===== config.mk =====
export PLATFORM = sky130hd
export DESIGN_NAME = serial_rx_deframer_flat
export DESIGN_NICKNAME = d
export VERILOG_FILES = /design/src/rtl/serial_rx_deframer_pkg.sv /design/src/rtl/serial_rx_deframer_if.sv /design/src/rtl/serial_rx_deframer_fifo.sv /design/src/rtl/serial_rx_deframer.sv /design/src/flat_wrapper.sv
export SDC_FILE = /design/constraint.sdc
export NUM_CORES = 1
export LEC_CHECK = 0
export CORE_MARGIN = 2
export CORE_UTILIZATION = 50
export DETAILED_ROUTE_END_ITERATION = 7
export GPL_TIMING_DRIVEN = 0
export HOLD_SLACK_MARGIN = 0.12
export PLACE_DENSITY = 0.79
export REMOVE_ABC_BUFFERS = 1
export SYNTH_ARGS = -nofsm -noshare
export SYNTH_HDL_FRONTEND = slang
export SYNTH_SLANG_ARGS = --single-unit

===== constraint.sdc =====
create_clock -name clk -period 7.8 [get_ports clk]
set_clock_uncertainty 0.2 [all_clocks]
set_input_delay 1.56 -clock clk [delete_from_list [all_inputs] [get_ports clk]]
set_output_delay 1.56 -clock clk [all_outputs]
set_load 0.02 [all_outputs]

===== src/rtl/serial_rx_deframer_pkg.sv =====
// Shared types for the serial receive deframer: FSM state encoding and FIFO word payload.
package deser_pkg;

   localparam int unsigned DEF_DATA_WIDTH = 32;
   localparam int unsigned DEF_DATA_DEPTH = 4;
   localparam int unsigned DEF_DIV_WIDTH  = 8;
   localparam int unsigned DEF_FIFO_DEPTH = 4;

   typedef enum logic [1:0] {
      RX_IDLE  = 2'd0,
      RX_RECV  = 2'd1,
      RX_DRAIN = 2'd2
   } rx_state_t;

   // Payload at default sizes; the top re-declares it at its own parameter sizes.
   typedef struct packed {
      logic [DEF_DATA_WIDTH-1:0]       data;
      logic [$clog2(DEF_DATA_DEPTH):0] idx;
   } rx_word_t;

endpackage


===== src/rtl/serial_rx_deframer_if.sv =====
// Output word stream (valid/ready) from the deframer toward the FEC decoder.
interface serial_rx_deframer_if #(
   parameter int unsigned DATA_WIDTH = 32,
   parameter int unsigned DATA_DEPTH = 4
);
   localparam int unsigned IW = $clog2(DATA_DEPTH) + 1;

   logic [DATA_WIDTH-1:0] word_out;
   logic [IW-1:0]         word_idx;
   logic                  word_valid;
   logic                  word_ready;

   modport master (output word_out, output word_idx, output word_valid, input word_ready);
   modport slave  (input word_out, input word_idx, input word_valid, output word_ready);

endinterface


===== src/rtl/serial_rx_deframer_fifo.sv =====
// Synchronous word FIFO; a push into a full FIFO is accepted only when a pop happens in the same cycle.
module rx_word_fifo
   import deser_pkg::*;
#(
   parameter type         entry_t = rx_word_t,
   parameter int unsigned DEPTH   = 4
) (
   input  logic   clk,
   input  logic   rst,
   input  logic   push,
   input  entry_t wdata,
   input  logic   pop,
   output entry_t rdata,
   output logic   full,
   output logic   empty
);
   localparam int unsigned AW = $clog2(DEPTH);
   localparam int unsigned CW = AW + 1;

   entry_t          mem [DEPTH];
   logic [AW-1:0]   wr_ptr;
   logic [AW-1:0]   rd_ptr;
   logic [CW-1:0]   count;
   logic [CW-1:0]   count_d;
   logic            do_push;
   logic            do_pop;

   assign do_pop  = pop && !empty;
   assign do_push = push && (!full || do_pop);

   always_comb begin
      count_d = count;
      case ({do_push, do_pop})
         2'b10:   count_d = count + CW'(1);
         2'b01:   count_d = count - CW'(1);
         default: count_d = count;
      endcase
   end

   // Flags are registered from the next count so they line up with the head entry.
   always_ff @(posedge clk or posedge rst) begin
      if (rst) begin
         mem    <= '{default: '0};
         wr_ptr <= '0;
         rd_ptr <= '0;
         count  <= '0;
         full   <= 1'b0;
         empty  <= 1'b1;
      end else begin
         if (do_push) begin
            mem[wr_ptr] <= wdata;
            wr_ptr      <= wr_ptr + AW'(1);
         end
         if (do_pop) begin
            rd_ptr <= rd_ptr + AW'(1);
         end
         count <= count_d;
         full  <= (count_d == CW'(DEPTH));
         empty <= (count_d == '0);
      end
   end

   assign rdata = mem[rd_ptr];

endmodule


===== src/rtl/serial_rx_deframer.sv =====
// Serial receive deframer: mid-bit samples serial_in inside the serial_en envelope and
// reassembles LSB-first words, which leave through a small FIFO on a valid/ready stream.
module serial_rx_deframer
   import deser_pkg::*;
#(
   parameter int unsigned DATA_WIDTH = DEF_DATA_WIDTH,
   parameter int unsigned DATA_DEPTH = DEF_DATA_DEPTH,
   parameter int unsigned DIV_WIDTH  = DEF_DIV_WIDTH,
   parameter int unsigned FIFO_DEPTH = DEF_FIFO_DEPTH
) (
   input  logic                          clk,
   input  logic                          rst,
   input  logic                          serial_in,
   input  logic                          serial_en,
   input  logic [DIV_WIDTH-1:0]          clk_div,
   input  logic [$clog2(DATA_WIDTH):0]   width,
   input  logic [$clog2(DATA_DEPTH):0]   depth,
   serial_rx_deframer_if.master          word_bus,
   output logic                          frame_done,
   output logic                          err_short,
   output logic                          err_ovf,
   input  logic                          clear_err
);
   localparam int unsigned WW = $clog2(DATA_WIDTH) + 1;
   localparam int unsigned IW = $clog2(DATA_DEPTH) + 1;

   typedef struct packed {
      logic [DATA_WIDTH-1:0] data;
      logic [IW-1:0]         idx;
   } word_t;

   rx_state_t             state_q, state_d;
   logic [DIV_WIDTH-1:0]  div_q, div_d;
   logic [WW-1:0]         width_q, width_d;
   logic [IW-1:0]         depth_q, depth_d;
   logic [DIV_WIDTH-1:0]  phase_q, phase_d;
   logic [WW-1:0]         bit_q, bit_d;
   logic [IW-1:0]         word_q, word_d;
   logic [DATA_WIDTH-1:0] shreg_q, shreg_d;
   logic                  frame_done_d;
   logic                  err_short_d;
   logic                  err_ovf_d;

   logic [DATA_WIDTH-1:0] shreg_smp;
   logic [WW-1:0]         width_clamped;
   logic [IW-1:0]         depth_clamped;
   logic                  push_c;
   logic                  pop_c;
   logic                  fifo_full;
   logic                  fifo_empty;
   logic                  valid;
   word_t                 push_word;
   word_t                 head_word;

   assign width_clamped = (width > WW'(DATA_WIDTH - 1)) ? WW'(DATA_WIDTH - 1) : width;
   assign depth_clamped = (depth > IW'(DATA_DEPTH - 1)) ? IW'(DATA_DEPTH - 1) : depth;

   assign valid     = !fifo_empty;
   assign pop_c     = valid && word_bus.word_ready;
   assign push_word = '{data: shreg_smp, idx: word_q};

   // Next-state, sampler and error logic.
   always_comb begin
      state_d      = state_q;
      div_d        = div_q;
      width_d      = width_q;
      depth_d      = depth_q;
      phase_d      = phase_q;
      bit_d        = bit_q;
      word_d       = word_q;
      shreg_d      = shreg_q;
      shreg_smp    = shreg_q;
      push_c       = 1'b0;
      frame_done_d = 1'b0;
      err_short_d  = clear_err ? 1'b0 : err_short;
      err_ovf_d    = clear_err ? 1'b0 : err_ovf;

      case (state_q)
         RX_IDLE: begin
            if (serial_en) begin
               state_d = RX_RECV;
               div_d   = clk_div;
               width_d = width_clamped;
               depth_d = depth_clamped;
               phase_d = '0;
               bit_d   = '0;
               word_d  = '0;
               shreg_d = '0;
            end
         end
         RX_RECV: begin
            if (!serial_en) begin
               state_d     = RX_IDLE;
               err_short_d = 1'b1;
            end else begin
               if (phase_q == (div_q >> 1)) begin
                  shreg_smp = shreg_q | (DATA_WIDTH'(serial_in) << bit_q);
                  shreg_d   = shreg_smp;
                  if (bit_q == width_q) begin
                     push_c  = 1'b1;
                     shreg_d = '0;
                     if (word_q == depth_q) begin
                        state_d      = RX_DRAIN;
                        frame_done_d = 1'b1;
                     end
                  end
               end
               // Bit boundary: wrap phase, step bit index, roll to next word after the last bit.
               if (phase_q == div_q) begin
                  phase_d = '0;
                  if (bit_q == width_q) begin
                     bit_d  = '0;
                     word_d = word_q + IW'(1);
                  end else begin
                     bit_d = bit_q + WW'(1);
                  end
               end else begin
                  phase_d = phase_q + DIV_WIDTH'(1);
               end
            end
         end
         RX_DRAIN: begin
            if (!serial_en) begin
               state_d = RX_IDLE;
            end
         end
         default: state_d = RX_IDLE;
      endcase

      if (push_c && fifo_full && !pop_c) begin
         err_ovf_d = 1'b1;
      end
   end

   always_ff @(posedge clk or posedge rst) begin
      if (rst) begin
         state_q    <= RX_IDLE;
         div_q      <= '0;
         width_q    <= '0;
         depth_q    <= '0;
         phase_q    <= '0;
         bit_q      <= '0;
         word_q     <= '0;
         shreg_q    <= '0;
         frame_done <= 1'b0;
         err_short  <= 1'b0;
         err_ovf    <= 1'b0;
      end else begin
         state_q    <= state_d;
         div_q      <= div_d;
         width_q    <= width_d;
         depth_q    <= depth_d;
         phase_q    <= phase_d;
         bit_q      <= bit_d;
         word_q     <= word_d;
         shreg_q    <= shreg_d;
         frame_done <= frame_done_d;
         err_short  <= err_short_d;
         err_ovf    <= err_ovf_d;
      end
   end

   rx_word_fifo #(
      .entry_t (word_t),
      .DEPTH   (FIFO_DEPTH)
   ) u_fifo (
      .clk   (clk),
      .rst   (rst),
      .push  (push_c),
      .wdata (push_word),
      .pop   (pop_c),
      .rdata (head_word),
      .full  (fifo_full),
      .empty (fifo_empty)
   );

   assign word_bus.word_out   = head_word.data;
   assign word_bus.word_idx   = head_word.idx;
   assign word_bus.word_valid = valid;

endmodule


===== src/flat_wrapper.sv =====
// flat-port wrapper written by rule: the top's interface ports become plain ports
module serial_rx_deframer_flat import deser_pkg::*;
#(
   parameter int unsigned DATA_WIDTH = DEF_DATA_WIDTH,
   parameter int unsigned DATA_DEPTH = DEF_DATA_DEPTH,
   parameter int unsigned DIV_WIDTH  = DEF_DIV_WIDTH,
   parameter int unsigned FIFO_DEPTH = DEF_FIFO_DEPTH
)
  (clk, rst, serial_in, serial_en, clk_div, width, depth, frame_done, err_short, err_ovf, clear_err, word_bus_word_out, word_bus_word_idx, word_bus_word_valid, word_bus_word_ready);
  serial_rx_deframer_if #(.DATA_WIDTH(DATA_WIDTH), .DATA_DEPTH(DATA_DEPTH)) word_bus_i ();
  input  logic clk;
  input  logic rst;
  input  logic serial_in;
  input  logic serial_en;
  input  logic [DIV_WIDTH-1:0] clk_div;
  input  logic [$clog2(DATA_WIDTH):0] width;
  input  logic [$clog2(DATA_DEPTH):0] depth;
  output logic frame_done;
  output logic err_short;
  output logic err_ovf;
  input  logic clear_err;
  output wire logic [$bits(word_bus_i.word_out)-1:0] word_bus_word_out;
  output wire logic [$bits(word_bus_i.word_idx)-1:0] word_bus_word_idx;
  output wire logic [$bits(word_bus_i.word_valid)-1:0] word_bus_word_valid;
  input wire logic [$bits(word_bus_i.word_ready)-1:0] word_bus_word_ready;
  assign word_bus_word_out = word_bus_i.word_out;
  assign word_bus_word_idx = word_bus_i.word_idx;
  assign word_bus_word_valid = word_bus_i.word_valid;
  assign word_bus_i.word_ready = word_bus_word_ready;
  serial_rx_deframer #(.DATA_WIDTH(DATA_WIDTH), .DATA_DEPTH(DATA_DEPTH), .DIV_WIDTH(DIV_WIDTH), .FIFO_DEPTH(FIFO_DEPTH)) u_core (.clk(clk), .rst(rst), .serial_in(serial_in), .serial_en(serial_en), .clk_div(clk_div), .width(width), .depth(depth), .word_bus(word_bus_i), .frame_done(frame_done), .err_short(err_short), .err_ovf(err_ovf), .clear_err(clear_err));
endmodule

## Yosys cells after proc, flatten, opt, wreduce, memory -nomap -nowiden

Index checks and enable logic that the tools add are counted.

| storage, ports and cells | value |
|---|---|
| flip-flop bits (word level) | 220 |
| input bits | 23 |
| output and inout port bits | 39 |
| word-level logic and storage cells | 130 |

| cells by class | value |
|---|---|
| add/sub/neg operators | 7 |
| order comparisons | 5 |
| equality and inequality tests | 18 |
| shifts and indexed selects | 1 |
| mux-type cells | 52 |
| bitwise gates (word level) | 3 |
| reductions and logical operators | 20 |

Operators by type and width:

| cell | number |
|---|---|
| 32-bit two-way mux | 7 |
| 140-bit bitwise mux | 1 |
| 35-bit two-way mux | 3 |
| 35-bit binary-select mux with 2-bit select | 1 |
| 35-bit demux with 2-bit select | 1 |
| 32-bit case mux with 2 select lines | 1 |
| 32-bit bitwise OR | 1 |
| 1-bit by 6-bit left shift with 32-bit output | 1 |
| 6-bit two-way mux | 5 |
| 8-bit two-way mux | 3 |
| 8-bit case mux with 2 select lines | 1 |
| 3-bit two-way mux | 5 |
| 1-bit two-way mux | 14 |
| 2-bit two-way mux | 6 |
| 3-bit case mux with 2 select lines | 2 |
| 6-bit case mux with 2 select lines | 1 |
| 5-bit AND reduction | 2 |
| 3-bit by 2-bit != test with 1-bit output, second input constant | 3 |
| 8-bit by 1-bit adder with 8-bit output, second input constant | 1 |
| 8-bit by 7-bit == test with 1-bit output | 1 |
| 8-bit == test | 1 |
| 4-bit AND reduction | 2 |
| 3-bit by 1-bit adder with 3-bit output, second input constant | 2 |
| 6-bit by 1-bit adder with 6-bit output, second input constant | 1 |
| 23 further kinds | 40 |

## Longest topological paths before layout

| depth | value |
|---|---|
| word-level depth | 9 |
| depth in mapped cells | 12 |
| mapped depth without buffers | 10 |

## Hierarchy

Synthesis repeated with hierarchy kept, for this count alone.

| unflattened totals | value |
|---|---|
| cells, all modules | 794 |
| area total of the unflattened synthesis | 10396.2 um^2 |

Modules (own cells, without submodules):

| module | times used | cells an instance | area each (um^2) | seq. area each (um^2) |
|---|---|---|---|---|
| rx_word_fifo | 1 | 388 | 6625.1 | 3729.8 |
| serial_rx_deframer | 1 | 406 | 3771.1 | 1776.7 |

## Worst setup path after synthesis

No wires, ideal clock.

| path | value |
|---|---|
| kind | input to register |
| start | in word_bus_word_ready |
| end | reg u_core.u_fifo.full |
| library setup time | 0.073 ns |
| arrival time | 3.868 ns |
| required time | 7.527 ns |
| slack | 3.659 ns |
| cell stages on the path | 9 |
| buffers on the path | 1 |
| cells stage by stage | nor2b_1 -> nand2b_1 -> clkbuf_1 -> nand3_1 -> ha_1 -> fa_1 -> mux2_2 -> or2_2 -> nor2b_1 |

| on the way | value |
|---|---|
| longest elaborated chain between the ends | 7 |
| elaborated cells between the ends (all ways) | 8 |
| those cells by class | eq/ne: 3; mux: 1; reduce/logical: 4 |

RTL lines:

| element | RTL line | source |
|---|---|---|
| from (decl) | flat_wrapper.sv:25 | `input wire logic [$bits(word_bus_i.word_ready)-1:0] word_bus_word_ready;` |
| 1-bit logical AND * | serial_rx_deframer.sv:59 | `assign pop_c = valid && word_bus.word_ready;` |
| 1-bit logical AND * | serial_rx_deframer_fifo.sv:28 | `assign do_pop = pop && !empty;` |
| 1-bit logical OR | serial_rx_deframer_fifo.sv:29 | `assign do_push = push && (!full \|\| do_pop);` |
| 1-bit logical AND | serial_rx_deframer_fifo.sv:29 |  |
| 2-bit by 1-bit == test with 1-bit output / 2-bit == test (equally long branches) | serial_rx_deframer_fifo.sv:33 | `case ({do_push, do_pop})` |
| 3-bit case mux with 2 select lines * | serial_rx_deframer_fifo.sv:33 |  |
| named net u_core.u_fifo.count_d[1] | serial_rx_deframer_fifo.sv:24 | `logic [CW-1:0] count_d;` |
| 3-bit == test * | serial_rx_deframer_fifo.sv:58 | `full <= (count_d == CW'(DEPTH));` |
| to (signal assigned) | serial_rx_deframer_fifo.sv:58 |  |
| to (decl) | serial_rx_deframer_fifo.sv:14 | `output logic full,` |

The timed path passes the listed nets; every way through them passes the cells marked *.
A chain may end at the register's enable or synchronous reset.

## Worst setup path after layout

| path | value |
|---|---|
| start | reg u_core.bit_q[2] |
| end | reg u_core.u_fifo.full |

| on the way | value |
|---|---|
| longest elaborated chain between the ends | 9 |
| elaborated cells between the ends (all ways) | 10 |
| those cells by class | eq/ne: 4; mux: 5; reduce/logical: 1 |

RTL lines:

| element | RTL line | source |
|---|---|---|
| from (decl) | serial_rx_deframer.sv:37 | `logic [WW-1:0] bit_q, bit_d;` |
| from (signal assigned) | serial_rx_deframer.sv:154 | `bit_q <= bit_d;` |
| 6-bit == test * | serial_rx_deframer.sv:99 | `if (bit_q == width_q) begin` |
| 1-bit two-way mux * | serial_rx_deframer.sv:99 |  |
| 1-bit two-way mux * | serial_rx_deframer.sv:96 | `if (phase_q == (div_q >> 1)) begin` |
| 1-bit two-way mux * | serial_rx_deframer.sv:92 | `if (!serial_en) begin` |
| 1-bit two-way mux * | serial_rx_deframer.sv:78 | `case (state_q)` |
| 1-bit logical AND * | serial_rx_deframer_fifo.sv:29 |  |
| 2-bit by 1-bit == test with 1-bit output / 2-bit == test (equally long branches) | serial_rx_deframer_fifo.sv:33 |  |
| 3-bit case mux with 2 select lines * | serial_rx_deframer_fifo.sv:33 |  |
| named net u_core.u_fifo.count_d[1] | serial_rx_deframer_fifo.sv:24 |  |
| 3-bit == test * | serial_rx_deframer_fifo.sv:58 |  |

Marked as above.

==> run metrics <==
I/O pin count=62; Rows=53; Sw Share=26.3%; Synth area leader=dfrtp_1; worst min path class=flop to flop; most common cell in the synthesized netlist=dfrtp_1; number of synthesized flops with an enable pin=0; Worst Min Path Start=u_core.u_fifo.count[2]; fraction of registers with async set/reset=100%; r2r setup slk=3.13 ns; crit-path max FO=42; Buffers on Ports=61; Post-synth top cells=219 x dfrtp_1, 120 x mux2_4, 83 x nor2_1; first-pass GRT wire length=36700 um; core area=0.0211 mm2; Max IR drop VDD=0.214 mV; final wirelength=22000 um; Initial DRC Count=499; Post-Syn Area=0.0107 mm2; Gate Count Post-Synth=770; gpl congestion=0.779; Global Route Usage Sum=20.4%; status=complete, no violations; # Post-CTS Setup Buffers=0; clock sinks=220; final setup fails=0; post-route ant nets=0; clock slew at reported path FFs=0.06 ns; Clock power frac=40.6%; crit start category=flop; Comb pwr share=13.7%; utilization after layout=58.7%; FMAX=214 MHz; PostCTS Resize Cnt=0; Area contributors post-synth=dfrtp_1 51%, mux2_4 17%, mux4_2 7.3%; register area share after synthesis=51.2%; initial antenna violation count=1; die height=151 um; worst r2r dst=u_core.u_fifo.full; layout cell share with drive strength beyond 1=30.9%; DR vias=6409; RSZ-0062 raised after global routing=no; Final Cycle Share=59.9%; CP Capture Type=flop; Synthesis Warnings=0; Synth cell types=51; relative slew slack=9.70%; final hold vios=0; Pre-antenna DRT Iters=5; Remaining DRCs=0; CTS root buffer=clkbuf_16; Die Width=151 um; area growth from synthesis to layout=15.1%; CP required=8.04 ns; NetSw=0.725 mW; GRT Residual Overflow=0; TritonCTS buffer count=24; Longest Clk Path Bufs=3; worst r2r src=u_core.bit_q[2]; Initial Utilization=51.0%; Final Net Count=848; Synth top area share=51.0%; H-Tree Depth=1; drt wl/cell=19.8 um; Least-Margin Pin Slew=1.35 ns; leakage=6.06 nW; later-pin clock latency in the skew report=0.51 ns; R2R depth=9; hold-critical path depth=1; Synth Flop Type=dfrtp_1; maxcap violations=0; Min Clock Period, post-route=4.67 ns; largest net degree at the start of global routing=112; non-filler instance count after layout=1106; Reg power frac=45.7%; hold buffer count at cts=0; DP Cell Count=1064; CTS tree=built; DP HPWL=13200 um; DR vias/cell=5.79; Slew Limit Fails=0; # diodes=0; critical path class=flop to flop; vias in the first global route=6756; CP Data Arrival Time=4.92 ns; Synth Register Bits=220; internal power=2.03 mW; synthesized area per cell=14.0 um2; Pwr per Cell Area=223 mW/mm2; Die Area=0.0227 mm2; Hold Path End=u_core.u_fifo.count[2]
worst max-delay path by stage:
stage	start	to	slack [ns]
floorplan	rst	u_core.bit_q[0]	0.02
global placement	rst	u_core.u_fifo.mem[34]	-2.64
detailed placement	serial_en	u_core.u_fifo.mem[73]	2.42
CTS	serial_en	u_core.u_fifo.mem[55]	2.98
global route	u_core.bit_q[2]	u_core.u_fifo.full	2.86
finish	u_core.bit_q[2]	u_core.u_fifo.full	3.13
worst max-delay path: stages, from the launching register on:
cell	delay, ns
dfrtp_1	1.25
xor2_1	0.15
nor4_1	0.62
and2_1	0.65
nand3_1	0.28
ha_1	0.32
fa_1	0.43
mux2_2	0.28
or2_2	0.31
nor2b_1	0.10
stage by stage:
stage | power (mW) | hold WS (ns) | area (um2) | setup TNS, ns | setup slack [ns]
after floorplan | 1.52 | 0.246 | 10500 | 0 | 0.0206
after global placement | 1.63 | 0.259 | 11400 | -574.86 | -2.64
after detailed placement | 1.66 | 0.262 | 11600 | 0 | 2.42
after CTS | 2.78 | 0.274 | 12400 | 0 | 2.98
after global routing | 2.87 | 0.290 | 12400 | 0 | 2.86
final | 2.76 | 0.274 | 12400 | 0 | 3.13
layer usage:
metal	vias to the layer above	track usage [%]	routed length, um
li1	2872	-	-
met1	3359	29.2	9970
met2	146	32.9	10700
met3	32	3.00	855
met4	0	5.14	454
met5	-	0	0
logic make-up after synthesis:
group / Yosys count / synth area share (%)
AO/OA/AOI/OAI: 92 / 5.85
XOR/XNOR: 36 / 3.14
adder cells (fa/ha/maj): 9 / 1.12
buffers and inverters: 58 / 2.98
flip-flops: 220 / 51.2
multiplexers: 189 / 27.6
AND/OR/NAND/NOR: 166 / 8.05
final cells by class:
cell class | instances | area (um2)
clock buffer | 38 | 734
clock inverter | 3 | 43.8
fill | 1680 | 8710
inverter | 8 | 37.5
multi-input combinational | 492 | 4950
sequential | 220 | 5510
tap | 275 | 344
timing repair buffer | 70 | 758
state kept, by name (all words and copies together), names as in the netlist:
name                  count
u_core.bit_q              6
u_core.frame_done         1
u_core.u_fifo.wr_ptr      2
u_core.u_fifo.full        1
u_core.shreg_q           32
u_core.err_short          1
u_core.u_fifo.count       3
u_core.u_fifo.mem       140
u_core.err_ovf            1
u_core.div_q              8
u_core.phase_q            8
u_core.width_q            6
u_core.state_q            2
u_core.depth_q            3
u_core.u_fifo.empty       1
u_core.u_fifo.rd_ptr      2
u_core.word_q             3
cells in the final DEF, fill, tap and decap left out, types with 18 or more instances in the layout:
cell             netlist  final
mux2_2                31     31
mux4_2                35     35
xnor2_1               18     18
dfrtp_1              219    217
a21o_1                20     20
nor2_1                83     83
a21oi_1               29     28
clkdlybuf4s50_1        0     61
mux2_4               120    120
clkbuf_16              0     25
power groups by stage:
stage	combinational (mW)	sequential, mW	clock (mW)
after floorplan	0.218	1.31	0
after global placement	0.268	1.36	0
after detailed placement	0.378	1.28	0
after CTS	0.382	1.26	1.14
after global routing	0.412	1.27	1.18
final	0.377	1.26	1.12
Power figures use the tool's default switching activity.
